`config.mk`:
```
export PLATFORM = sky130hd
export DESIGN_NAME = etapa_fetch
export DESIGN_NICKNAME = d
export VERILOG_FILES = /design/src/rtl/fetch_pkg.sv /design/src/rtl/fetch_checker.sv /design/src/rtl/fetch_fifo.sv /design/src/rtl/etapa_fetch.sv
export SDC_FILE = /design/constraint.sdc
export NUM_CORES = 1
export LEC_CHECK = 0
export BUFFER_PORTS_ARGS = -buffer_cell sky130_fd_sc_hd__buf_2
export CORE_MARGIN = 2
export CORE_UTILIZATION = 40
export DETAILED_ROUTE_END_ITERATION = 10
export PLACE_DENSITY = 0.62
export RECOVER_POWER = 50
export SLEW_MARGIN = 20
export SYNTH_ARGS = -nofsm -noshare
export SYNTH_HDL_FRONTEND = slang
export SYNTH_HIERARCHICAL = 1
export SYNTH_SLANG_ARGS = --single-unit
```
`constraint.sdc`:
```
create_clock -name clk -period 8.15 [get_ports clk]
set_clock_uncertainty 0.1 [all_clocks]
set_input_delay 1.63 -clock clk [delete_from_list [all_inputs] [get_ports clk]]
set_output_delay 1.63 -clock clk [all_outputs]
set_load 0.005 [all_outputs]
```
`src/rtl/fetch_pkg.sv`:
```
// Shared constants for the instruction fetch stage: word geometry, PC step and
// MIPS instruction field boundaries.
package fetch_pkg;

   localparam int INSTR_W = 32;
   localparam int PC_STEP = 4;

   localparam int OPCODE_MSB = 31;
   localparam int OPCODE_LSB = 26;
   localparam int RS_MSB     = 25;
   localparam int RS_LSB     = 21;
   localparam int RT_MSB     = 20;
   localparam int RT_LSB     = 16;
   localparam int RD_MSB     = 15;
   localparam int RD_LSB     = 11;
   localparam int SHAMT_MSB  = 10;
   localparam int SHAMT_LSB  = 6;
   localparam int FUNCT_MSB  = 5;
   localparam int FUNCT_LSB  = 0;

   localparam logic [5:0] OPCODE_RTYPE = 6'b000000;

endpackage

```
`src/rtl/fetch_checker.sv`:
```
// Protocol assertions for the fetch stage: buffer overflow and responses
// arriving with nothing in flight.
module fetch_checker (
   input logic clk,
   input logic rst,
   input logic push,
   input logic full,
   input logic rsp_valid,
   input logic out_zero
);

   a_no_overflow: assert property (@(posedge clk) disable iff (rst) push |-> !full);

   a_rsp_has_credit: assert property (@(posedge clk) disable iff (rst) rsp_valid |-> !out_zero);

endmodule

```
`src/rtl/fetch_fifo.sv`:
```
// Synchronous instruction buffer holding {pc, instr} entries; registered
// storage, no write-to-read bypass, flush empties it in one cycle.
module fetch_fifo #(
   parameter int DEPTH = 2,
   parameter int WIDTH = 64
) (
   input  logic                     clk,
   input  logic                     rst,
   input  logic                     push,
   input  logic                     pop,
   input  logic                     flush,
   input  logic [WIDTH-1:0]         wdata,
   output logic [WIDTH-1:0]         rdata,
   output logic                     full,
   output logic                     empty,
   output logic [$clog2(DEPTH):0]   count
);

   localparam int PTR_W = $clog2(DEPTH);

   logic [WIDTH-1:0] mem_r [DEPTH];
   logic [PTR_W-1:0] wr_ptr_r;
   logic [PTR_W-1:0] rd_ptr_r;
   logic [PTR_W:0]   count_r;
   logic             do_push_s;
   logic             do_pop_s;

   // Status flags, qualified handshakes and head-of-queue read.
   always_comb begin
      full      = (count_r == (PTR_W+1)'(DEPTH));
      empty     = (count_r == {(PTR_W+1){1'b0}});
      do_push_s = push && !full;
      do_pop_s  = pop && !empty;
      count     = count_r;
      rdata     = mem_r[rd_ptr_r];
   end

   // Storage and pointers; reset clears the array so the head reads as zero.
   always_ff @(posedge clk) begin
      if (rst) begin
         wr_ptr_r <= {PTR_W{1'b0}};
         rd_ptr_r <= {PTR_W{1'b0}};
         count_r  <= {(PTR_W+1){1'b0}};
         for (int i = 0; i < DEPTH; i++) begin
            mem_r[i] <= {WIDTH{1'b0}};
         end
      end else if (flush) begin
         wr_ptr_r <= {PTR_W{1'b0}};
         rd_ptr_r <= {PTR_W{1'b0}};
         count_r  <= {(PTR_W+1){1'b0}};
      end else begin
         if (do_push_s) begin
            mem_r[wr_ptr_r] <= wdata;
            wr_ptr_r        <= wr_ptr_r + PTR_W'(1);
         end
         if (do_pop_s) begin
            rd_ptr_r <= rd_ptr_r + PTR_W'(1);
         end
         count_r <= count_r + (PTR_W+1)'(do_push_s) - (PTR_W+1)'(do_pop_s);
      end
   end

endmodule

```
`src/rtl/etapa_fetch.sv`:
```
// Instruction fetch stage: credit-limited in-order requests, response buffer,
// redirect flush with discard of in-flight words. Optional FETCH_PERF_EN adds
// fetched/flushed performance counters.
module etapa_fetch
   import fetch_pkg::*;
#(
   parameter int                ADDR_W     = 32,
   parameter int                FIFO_DEPTH = 2,
   parameter logic [ADDR_W-1:0] RESET_PC   = {ADDR_W{1'b0}}
) (
   input  logic              clk,
   input  logic              rst,
   output logic              imem_req_valid,
   input  logic              imem_req_ready,
   output logic [ADDR_W-1:0] imem_req_addr,
   input  logic              imem_rsp_valid,
   input  logic [31:0]       imem_rsp_data,
   input  logic              redirect_valid,
   input  logic [ADDR_W-1:0] redirect_pc,
   output logic              dec_valid,
   input  logic              dec_ready,
   output logic [ADDR_W-1:0] dec_pc,
   output logic [31:0]       dec_instr,
   output logic [5:0]        dec_opcode,
   output logic [4:0]        dec_rs,
   output logic [4:0]        dec_rt,
   output logic [4:0]        dec_rd,
   output logic [5:0]        dec_funct
`ifdef FETCH_PERF_EN
   ,
   output logic [31:0]       perf_fetched,
   output logic [31:0]       perf_flushed
`endif
);

   localparam int CNT_W = $clog2(FIFO_DEPTH) + 1;
   localparam int ENT_W = ADDR_W + INSTR_W;

   logic [ADDR_W-1:0] pc_r;
   logic [ADDR_W-1:0] rsp_pc_r;
   logic [CNT_W-1:0]  out_r;
   logic [CNT_W-1:0]  disc_r;
   logic [CNT_W-1:0]  fifo_count_s;
   logic [CNT_W:0]    inflight_s;
   logic [ADDR_W-1:0] redir_pc_s;
   logic [ENT_W-1:0]  head_s;
   logic              req_fire_s;
   logic              rsp_ok_s;
   logic              keep_s;
   logic              pop_s;
   logic              fifo_full_s;
   logic              fifo_empty_s;
   logic              redir_lsb_unused_s;

   // Credit, handshake qualification and decode field split.
   always_comb begin
      redir_pc_s         = {redirect_pc[ADDR_W-1:2], 2'b00};
      redir_lsb_unused_s = ^redirect_pc[1:0];
      inflight_s         = {1'b0, out_r} + {1'b0, fifo_count_s};
      imem_req_valid     = !rst && (inflight_s < (CNT_W+1)'(FIFO_DEPTH)) && !redirect_valid;
      imem_req_addr      = pc_r;
      req_fire_s         = imem_req_valid && imem_req_ready;
      rsp_ok_s           = imem_rsp_valid && (out_r != {CNT_W{1'b0}});
      // A response is kept only when no stale words remain and no flush is happening.
      keep_s             = rsp_ok_s && (disc_r == {CNT_W{1'b0}}) && !redirect_valid;
      pop_s              = !fifo_empty_s && dec_ready && !redirect_valid;
      dec_valid          = !fifo_empty_s;
      dec_pc             = head_s[ENT_W-1:INSTR_W];
      dec_instr          = head_s[INSTR_W-1:0];
      dec_opcode         = dec_instr[OPCODE_MSB:OPCODE_LSB];
      dec_rs             = dec_instr[RS_MSB:RS_LSB];
      dec_rt             = dec_instr[RT_MSB:RT_LSB];
      dec_rd             = dec_instr[RD_MSB:RD_LSB];
      dec_funct          = dec_instr[FUNCT_MSB:FUNCT_LSB];
   end

   // PC, response-PC tag, in-flight and discard counters.
   always_ff @(posedge clk) begin
      if (rst) begin
         pc_r     <= RESET_PC;
         rsp_pc_r <= RESET_PC;
         out_r    <= {CNT_W{1'b0}};
         disc_r   <= {CNT_W{1'b0}};
      end else begin
         out_r <= out_r + CNT_W'(req_fire_s) - CNT_W'(rsp_ok_s);
         if (redirect_valid) begin
            pc_r     <= redir_pc_s;
            rsp_pc_r <= redir_pc_s;
            disc_r   <= out_r - CNT_W'(rsp_ok_s);
         end else begin
            if (req_fire_s) begin
               pc_r <= pc_r + ADDR_W'(PC_STEP);
            end
            if (keep_s) begin
               rsp_pc_r <= rsp_pc_r + ADDR_W'(PC_STEP);
            end
            if (rsp_ok_s && (disc_r != {CNT_W{1'b0}})) begin
               disc_r <= disc_r - CNT_W'(1);
            end
         end
      end
   end

   fetch_fifo #(
      .DEPTH (FIFO_DEPTH),
      .WIDTH (ENT_W)
   ) u_fifo (
      .clk   (clk),
      .rst   (rst),
      .push  (keep_s),
      .pop   (pop_s),
      .flush (redirect_valid),
      .wdata ({rsp_pc_r, imem_rsp_data}),
      .rdata (head_s),
      .full  (fifo_full_s),
      .empty (fifo_empty_s),
      .count (fifo_count_s)
   );

   fetch_checker u_checker (
      .clk       (clk),
      .rst       (rst),
      .push      (keep_s),
      .full      (fifo_full_s),
      .rsp_valid (imem_rsp_valid),
      .out_zero  (out_r == {CNT_W{1'b0}})
   );

`ifdef FETCH_PERF_EN
   logic [31:0] perf_fetched_r;
   logic [31:0] perf_flushed_r;

   // Delivered and dropped instruction counters; flush counts every buffered entry.
   always_ff @(posedge clk) begin
      if (rst) begin
         perf_fetched_r <= 32'd0;
         perf_flushed_r <= 32'd0;
      end else begin
         perf_fetched_r <= perf_fetched_r + 32'(pop_s);
         perf_flushed_r <= perf_flushed_r
                           + (redirect_valid ? 32'(fifo_count_s) : 32'd0)
                           + 32'(rsp_ok_s && !keep_s);
      end
   end

   assign perf_fetched = perf_fetched_r;
   assign perf_flushed = perf_flushed_r;
`endif

endmodule
```
==> results of run 1 <==
registers in the layout, summed over array words and instances (netlist names), named ones only:
register,cells
u_fifo/count,2
u_fifo/rd_ptr_r,1
u_fifo/wr_ptr_r,1
out_r,2
rsp_pc_r,30
imem_req_addr,30
disc_r,2
u_fifo/mem_r,128
stage by stage:
stage / hold WS (ns) / instance area [µm²] / cells / power [mW] / util (%)
2_1_floorplan: 0.381 / 9970 / 901 / 1.36 / -
3_3_place_gp: 0.400 / 10900 / 1343 / 1.45 / 44.8
3_5_place_dp: 0.407 / 10900 / 1343 / 1.46 / 44.8
4_1_cts: 0.427 / 11500 / 1375 / 2.24 / 47.0
5_1_grt: 0.480 / 11400 / 1375 / 2.31 / 46.8
6_report: 0.424 / 11400 / 1375 / 2.21 / 46.8
synthesized netlist by cell type, types with 17 or more instances:
cell      number  share of area, %
clkbuf_1      30               1.1
and2_1       136               8.6
nand3_1       24               1.2
nor2_1        26              0.98
buf_4         30               2.3
mux2_2        64               7.2
nand4_1       23               1.4
edfxtp_1     128                39
inv_1         27               1.0
nand2_1       36               1.4
nor4_1        17               1.1
a21oi_1       24               1.2
dfxtp_1       69                14
or3_1         17               1.1
final cells by class:
type / count / area [µm²] / share of cell area [%]
sequential: 197 / 5230 / 45.8
multi-input combinational: 594 / 4140 / 36.3
timing repair buffer: 199 / 993 / 8.70
clock buffer: 18 / 429 / 3.76
tap: 324 / 405 / 3.55
clock inverter: 14 / 111 / 0.976
inverter: 29 / 109 / 0.954
layer usage:
| metal | wire [µm] | global-route usage (%) | share of wire [%] |
|---|---|---|---|
| met5 | 0 | 0 | 0 |
| met1 | 11000 | 25.8 | 47 |
| met4 | 239 | 4.14 | 1.0 |
| met3 | 1470 | 2.60 | 6.2 |
| met2 | 10800 | 28.6 | 46 |
cells by family (layout without fill, tap and decap cells):
group	Yosys count	after routing
compound gates	146	146
xor+xnor	20	20
fa+ha+maj	9	9
buf+inv	110	260
flops	197	197
mux	64	64
other cells	1	6
simple gates	349	349
worst max-delay path by stage:
stage,start,end,slack (ns),depth (start not counted)
finish,redirect_valid,imem_req_valid,1.92,5
detailed placement,redirect_valid,u_fifo/mem_r[1][30],3.27,7
global route,redirect_valid,imem_req_valid,1.77,5
global placement,redirect_valid,u_fifo/mem_r[1][30],3.28,7
floorplan,rst,imem_req_valid,3.95,4
CTS,redirect_valid,imem_req_valid,3.52,5
power by group:
group / internal (mW) / switching, mW / total, mW / leakage (nW)
registers: 1.12 / 0.0551 / 1.17 / 1.89
clock network: 0.418 / 0.363 / 0.781 / 0.255
logic: 0.112 / 0.148 / 0.260 / 2.26
total: 1.65 / 0.565 / 2.21 / 4.41
tightest hold or removal path, cell delays in order, from the launching register on:
cell and delay, ns:
dfxtp_1 0.33, xnor2_1 0.09, nor2_1 0.08
==> impl_metrics.py, run 1 <==
metrics = {
    "critical_path": {
        "cp.buffers_inverters": 3,
        "r2r.worst_path.cells": 7,
        "crit-reg2reg-capture": "u_fifo/mem_r[0][15]",
        "cp_top_family": "buffers and inverters",
        "setup.reg_to_reg.worst_slack_ns": 4.05,
        "required_ns": 6.42,
        "criticalPathCategory": "in -> out",
        "critPathCaptureType": "output pin",
        "timing.critical_path.from_type": "input pin",
        "crit_path_max_incr_delay_ns": 1.99,
        "crit_slowest_cell": "clkbuf_1",
        "cell_with_the_most_instances_on_the_worst_path": "buf_2",
        "worst_endpoint_data_arrival_time_ns": 4.50,
        "crit-reg2reg-launch": "disc_r[0]",
        "crit_chain": "buf_2 > clkbuf_1 > or2_2 > nor3_1 > buf_2",
        "timing.critical_path.fanout_max": 62,
    },
    "timing": {
        "finalCritPeriodShare_pct": 76.5,
        "setup_repair_after_global_routing_missed_its_margin": "no",
        "fmax_ghz": 0.160,
        "worst_slack_setup_final_ns": 1.92,
        "setup_viol_count_final": 0,
        "layout_min_cycle_time_ns": 6.23,
        "maxSlewViolCount": 129,
        "finalHoldViolations": 0,
        "transition_time_at_the_pin_with_the_least_slew_margin_ns": 2.83,
        "setup-tns-final_ns": 0,
        "max_slew_margin_pct": -88.9,
    },
    "synthesis": {
        "compound_cell_area_share_of_the_yosys_netlist_pct": 10.7,
        "synth_sequential_area_ratio_pct": 52.5,
        "synth_top_family_by_area": "simple AND/OR/NAND/NOR gates",
        "async_sr_flop_fraction_pct": 0,
        "synth-adder-area-share_pct": 1.21,
        "post_synth_inst_count": 896,
        "netlist_area_mm2": 0.00995,
        "count_of_state_elements_after_synthesis": 197,
        "synth-warning-count": 6,
        "dominantRegCellSynth": "edfxtp_1",
        "syn_avg_cell_area_um2": 11.1,
        "synth-edff-count": 128,
        "synth_area_in_xor_xnor_pct": 1.76,
        "simple_gate_portion_of_the_synthesized_area_pct": 20.7,
        "muxShareOfSynthArea_pct": 7.25,
        "synth_cell_types": 66,
    },
    "detailed_routing": {
        "drc": 0,
        "wire_per_inst_um": 17.1,
        "route.antenna.remaining_nets": 0,
        "wl_mm": 23.6,
        "firstDrtPassIters": 5,
        "dr.first_iter.drc_count": 385,
        "number_of_vias_per_cell": 5.33,
        "route.vias.total": 7333,
    },
    "final_layout": {
        "fillers": 2307,
        "most-common-layout-cells": "buf_2, edfxtp_1, and2_1",
        "areaGrowthSynthToFinish_pct": 14.8,
        "mostFrequentLayoutCell": "buf_2",
        "final_layout_size_suffix_gt1_share_pct": 27.4,
        "antenna_cells": 0,
        "design.final.nets": 1117,
    },
    "min_path": {
        "hold_path.class": "reg -> reg",
        "min_path_cells": 2,
        "worstHoldStart": "u_fifo/rd_ptr_r",
        "hold_path_end": "u_fifo/rd_ptr_r",
    },
    "die": {
        "die_width_um": 162,
        "core_area_mm2": 0.0244,
        "fp-row-count": 57,
        "die-height_um": 162,
        "floorplan.initialDensity_pct": 40.8,
        "io_pins": 195,
        "design.die.area_mm2": 0.0261,
    },
    "grt": {
        "number_of_antenna_violations_at_the_first_check_in_global_routing": 0,
        "grtUsageTotal_pct": 17.9,
        "global_route.overflow_total": 0,
        "via_count_of_the_first_global_routing_pass": 6806,
        "grt_pass1_wl_mm": 36.9,
        "grt_start_max_net_pins": 66,
    },
    "run": {
        "max-cap-violations": 2,
    },
    "placed_design": {
        "detailed_place_hpwl_mm": 15.7,
        "dpl_worst_slack_ns": 3.27,
        "place.gp.congestion": 0.872,
        "port-buffer-count": 190,
    },
    "cts": {
        "post_cts_resized": 0,
        "cts_setup_buffers": 0,
        "worst_skew_pair_latency_ns": 0.42,
        "clock_buffers_created_by_tritoncts": 17,
        "clock_tree.buffer_depth": 2,
        "cts-hold-fix-buffers": 0,
        "tritoncts": "built",
        "htreeDepth": 4,
        "clkSlewWorstSetupHoldPaths_ns": 0.06,
        "clock_tree.root_cell": "clkbuf_16",
        "cts_sinks": 197,
    },
    "status": {
        "failed_checks": "capacitance limit, slew limit",
        "status": "finished, violations left",
    },
    "pwr": {
        "power_per_cell_area_mw_per_mm2": 194,
        "vdd_ir_max_mv": 0.112,
        "leakagePower_nw": 4.41,
    },
}
No activity file was read; power rests on OpenSTA's default activity.
==> inputs of run 2 (changes only) <==
- PLACE_DENSITY: 0.62 -> 0.64
- clock period: 8.15 -> 5.45 ns (I/O delays scaled with it)
==> impl_metrics.py, run 2 (synthesized netlist as in run 1, its figures left out) <==
metrics = {
    "pwr": {
        "power.share.switching_pct": 26.2,
        "power.clock.fraction_pct": 36.3,
        "power_per_cell_area_mw_per_mm2": 294,
        "p_int_mw": 2.48,
        "switchingPower_mw": 0.881,
        "power.share.sequential_pct": 52.2,
        "p_comb_share_pct": 11.5,
        "leakagePower_nw": 4.44,
        "vdd_ir_max_mv": 0.140,
    },
    "grt": {
        "global_route.overflow_total": 0,
        "grtUsageTotal_pct": 17.8,
        "grt_pass1_wl_mm": 36.7,
        "number_of_antenna_violations_at_the_first_check_in_global_routing": 0,
        "grt_start_max_net_pins": 66,
        "via_count_of_the_first_global_routing_pass": 6762,
    },
    "cts": {
        "cts-hold-fix-buffers": 0,
        "post_cts_resized": 0,
        "clock_tree.buffer_depth": 2,
        "clkSlewWorstSetupHoldPaths_ns": 0.07,
        "tritoncts": "built",
        "htreeDepth": 4,
        "cts_setup_buffers": 0,
        "cts_sinks": 197,
        "worst_skew_pair_latency_ns": 0.43,
        "clock_buffers_created_by_tritoncts": 17,
        "clock_tree.root_cell": "clkbuf_16",
    },
    "critical_path": {
        "cp_top_family": "buffers and inverters",
        "r2r.worst_path.cells": 5,
        "timing.critical_path.fanout_max": 64,
        "worstSetupEndpoint": "u_fifo/mem_r[1][19]",
        "crit_slowest_cell": "clkbuf_1",
        "crit-reg2reg-launch": "out_r[1]",
        "setup.reg_to_reg.worst_slack_ns": 1.83,
        "crit_start": "redirect_valid",
        "required_ns": 5.16,
        "criticalPathCategory": "in -> reg",
        "crit_cells": 5,
        "crit_chain": "clkbuf_1 > nor2_1 > and3_2 > or2_2 > clkbuf_2",
        "crit_path_max_incr_delay_ns": 1.02,
        "worst_endpoint_data_arrival_time_ns": 3.80,
        "critPathCaptureType": "register",
        "cp.buffers_inverters": 2,
        "timing.critical_path.from_type": "input pin",
        "crit-reg2reg-capture": "u_fifo/mem_r[1][19]",
    },
    "min_path": {
        "min_path_cells": 2,
        "hold_path.class": "reg -> reg",
    },
    "timing": {
        "fmax_ghz": 0.244,
        "setup_viol_count_final": 0,
        "transition_time_at_the_pin_with_the_least_slew_margin_ns": 1.74,
        "max_slew_margin_pct": -16.3,
        "finalHoldViolations": 0,
        "maxSlewViolCount": 65,
        "setup_repair_after_global_routing_missed_its_margin": "no",
        "finalCritPeriodShare_pct": 75.1,
        "setup-tns-final_ns": 0,
        "worst_slack_setup_final_ns": 1.36,
        "layout_min_cycle_time_ns": 4.09,
    },
    "final_layout": {
        "most-common-layout-cells": "buf_2, edfxtp_1, and2_1",
        "final_layout_size_suffix_gt1_share_pct": 27.7,
        "design.final.nets": 1117,
        "seq_area_mm2": 0.00523,
        "multiInputGateArea_mm2": 0.00414,
        "largest_register_ffs": 128,
        "fillers": 2323,
        "areaGrowthSynthToFinish_pct": 15.0,
        "max_flop_register": "u_fifo/mem_r",
        "mostFrequentLayoutCell": "buf_2",
        "antenna_cells": 0,
    },
    "status": {
        "status": "finished, violations left",
        "failed_checks": "capacitance limit, slew limit",
    },
    "die": {
        "fp-row-count": 57,
        "io_pins": 195,
        "floorplan.initialDensity_pct": 40.8,
        "die_width_um": 162,
        "design.die.area_mm2": 0.0261,
        "die-height_um": 162,
        "core_area_mm2": 0.0244,
    },
    "placed_design": {
        "port-buffer-count": 190,
        "dpl_worst_slack_ns": 1.99,
        "detailed_place_hpwl_mm": 15.7,
        "place.gp.congestion": 0.866,
    },
    "detailed_routing": {
        "firstDrtPassIters": 5,
        "number_of_vias_per_cell": 5.40,
        "wire_per_inst_um": 17.2,
        "drc": 0,
        "wl_mm": 23.6,
        "route.antenna.remaining_nets": 0,
        "route.vias.total": 7415,
        "dr.first_iter.drc_count": 452,
    },
    "run": {
        "max-cap-violations": 1,
    },
}
==> run 2: cell count changes in the layout (fill, tap and decap cells not counted), sizes merged <==
cell / delta
clkinv: -4
inv: +4
buf: -3
clkbuf: +2
==> run 2: how the worst min path moves through the flow <==
stage / from / endpoint / slack, ns
2_1_floorplan: u_fifo/rd_ptr_r / register / 0.38
6_report: u_fifo/rd_ptr_r / u_fifo/rd_ptr_r / 0.43
5_1_grt: u_fifo/rd_ptr_r / register / 0.46
3_5_place_dp: u_fifo/rd_ptr_r / u_fifo/rd_ptr_r / 0.41
3_3_place_gp: u_fifo/rd_ptr_r / register / 0.41
4_1_cts: u_fifo/rd_ptr_r / u_fifo/rd_ptr_r / 0.42
==> run 2: power by group through the flow <==
stage | Combinational (mW) | Sequential (mW) | Clock [mW]
2_1_floorplan | 0.264 | 1.76 | 0
3_3_place_gp | 0.390 | 1.78 | 0
3_5_place_dp | 0.394 | 1.79 | 0
4_1_cts | 0.396 | 1.76 | 1.25
5_1_grt | 0.433 | 1.77 | 1.31
6_report | 0.387 | 1.76 | 1.22
==> run 2: worst register-to-register path, delay by kind of cell, from the launching register on <==
| family | cells | cell delay, ns |
|---|---|---|
| simple gates | 3 | 0.67 |
| flops | 1 | 0.40 |
| compound gates | 1 | 0.87 |
| buf+inv | 1 | 0.92 |
==> run 2: through the flow <==
stage	power, mW	utilization [%]	instances	hold WS (ns)	cell area (µm²)
2_1_floorplan	2.03	-	901	0.381	9970
3_3_place_gp	2.17	44.8	1343	0.408	10900
3_5_place_dp	2.18	44.8	1343	0.405	10900
4_1_cts	3.40	47.2	1374	0.423	11500
5_1_grt	3.51	46.9	1374	0.459	11400
6_report	3.36	46.9	1374	0.425	11400
==> run 2: per-layer routing <==
layer / wire length, µm / global-route usage (%) / vias to the layer above
met5: 0 / 0 / -
met3: 1760 / 3.60 / 30
li1: - / - / 3558
met2: 10500 / 27.9 / 318
met4: 380 / 5.23 / 0
met1: 11000 / 25.2 / 3509
==> run 2: layout make-up <==
type | count | share of cell area [%]
Clock inverter | 14 | 1.27
Clock buffer | 17 | 3.72
Timing Repair Buffer | 199 | 8.65
Tap cell | 324 | 3.54
Sequential cell | 197 | 45.7
Multi-Input combinational cell | 594 | 36.2
Inverter | 29 | 0.951
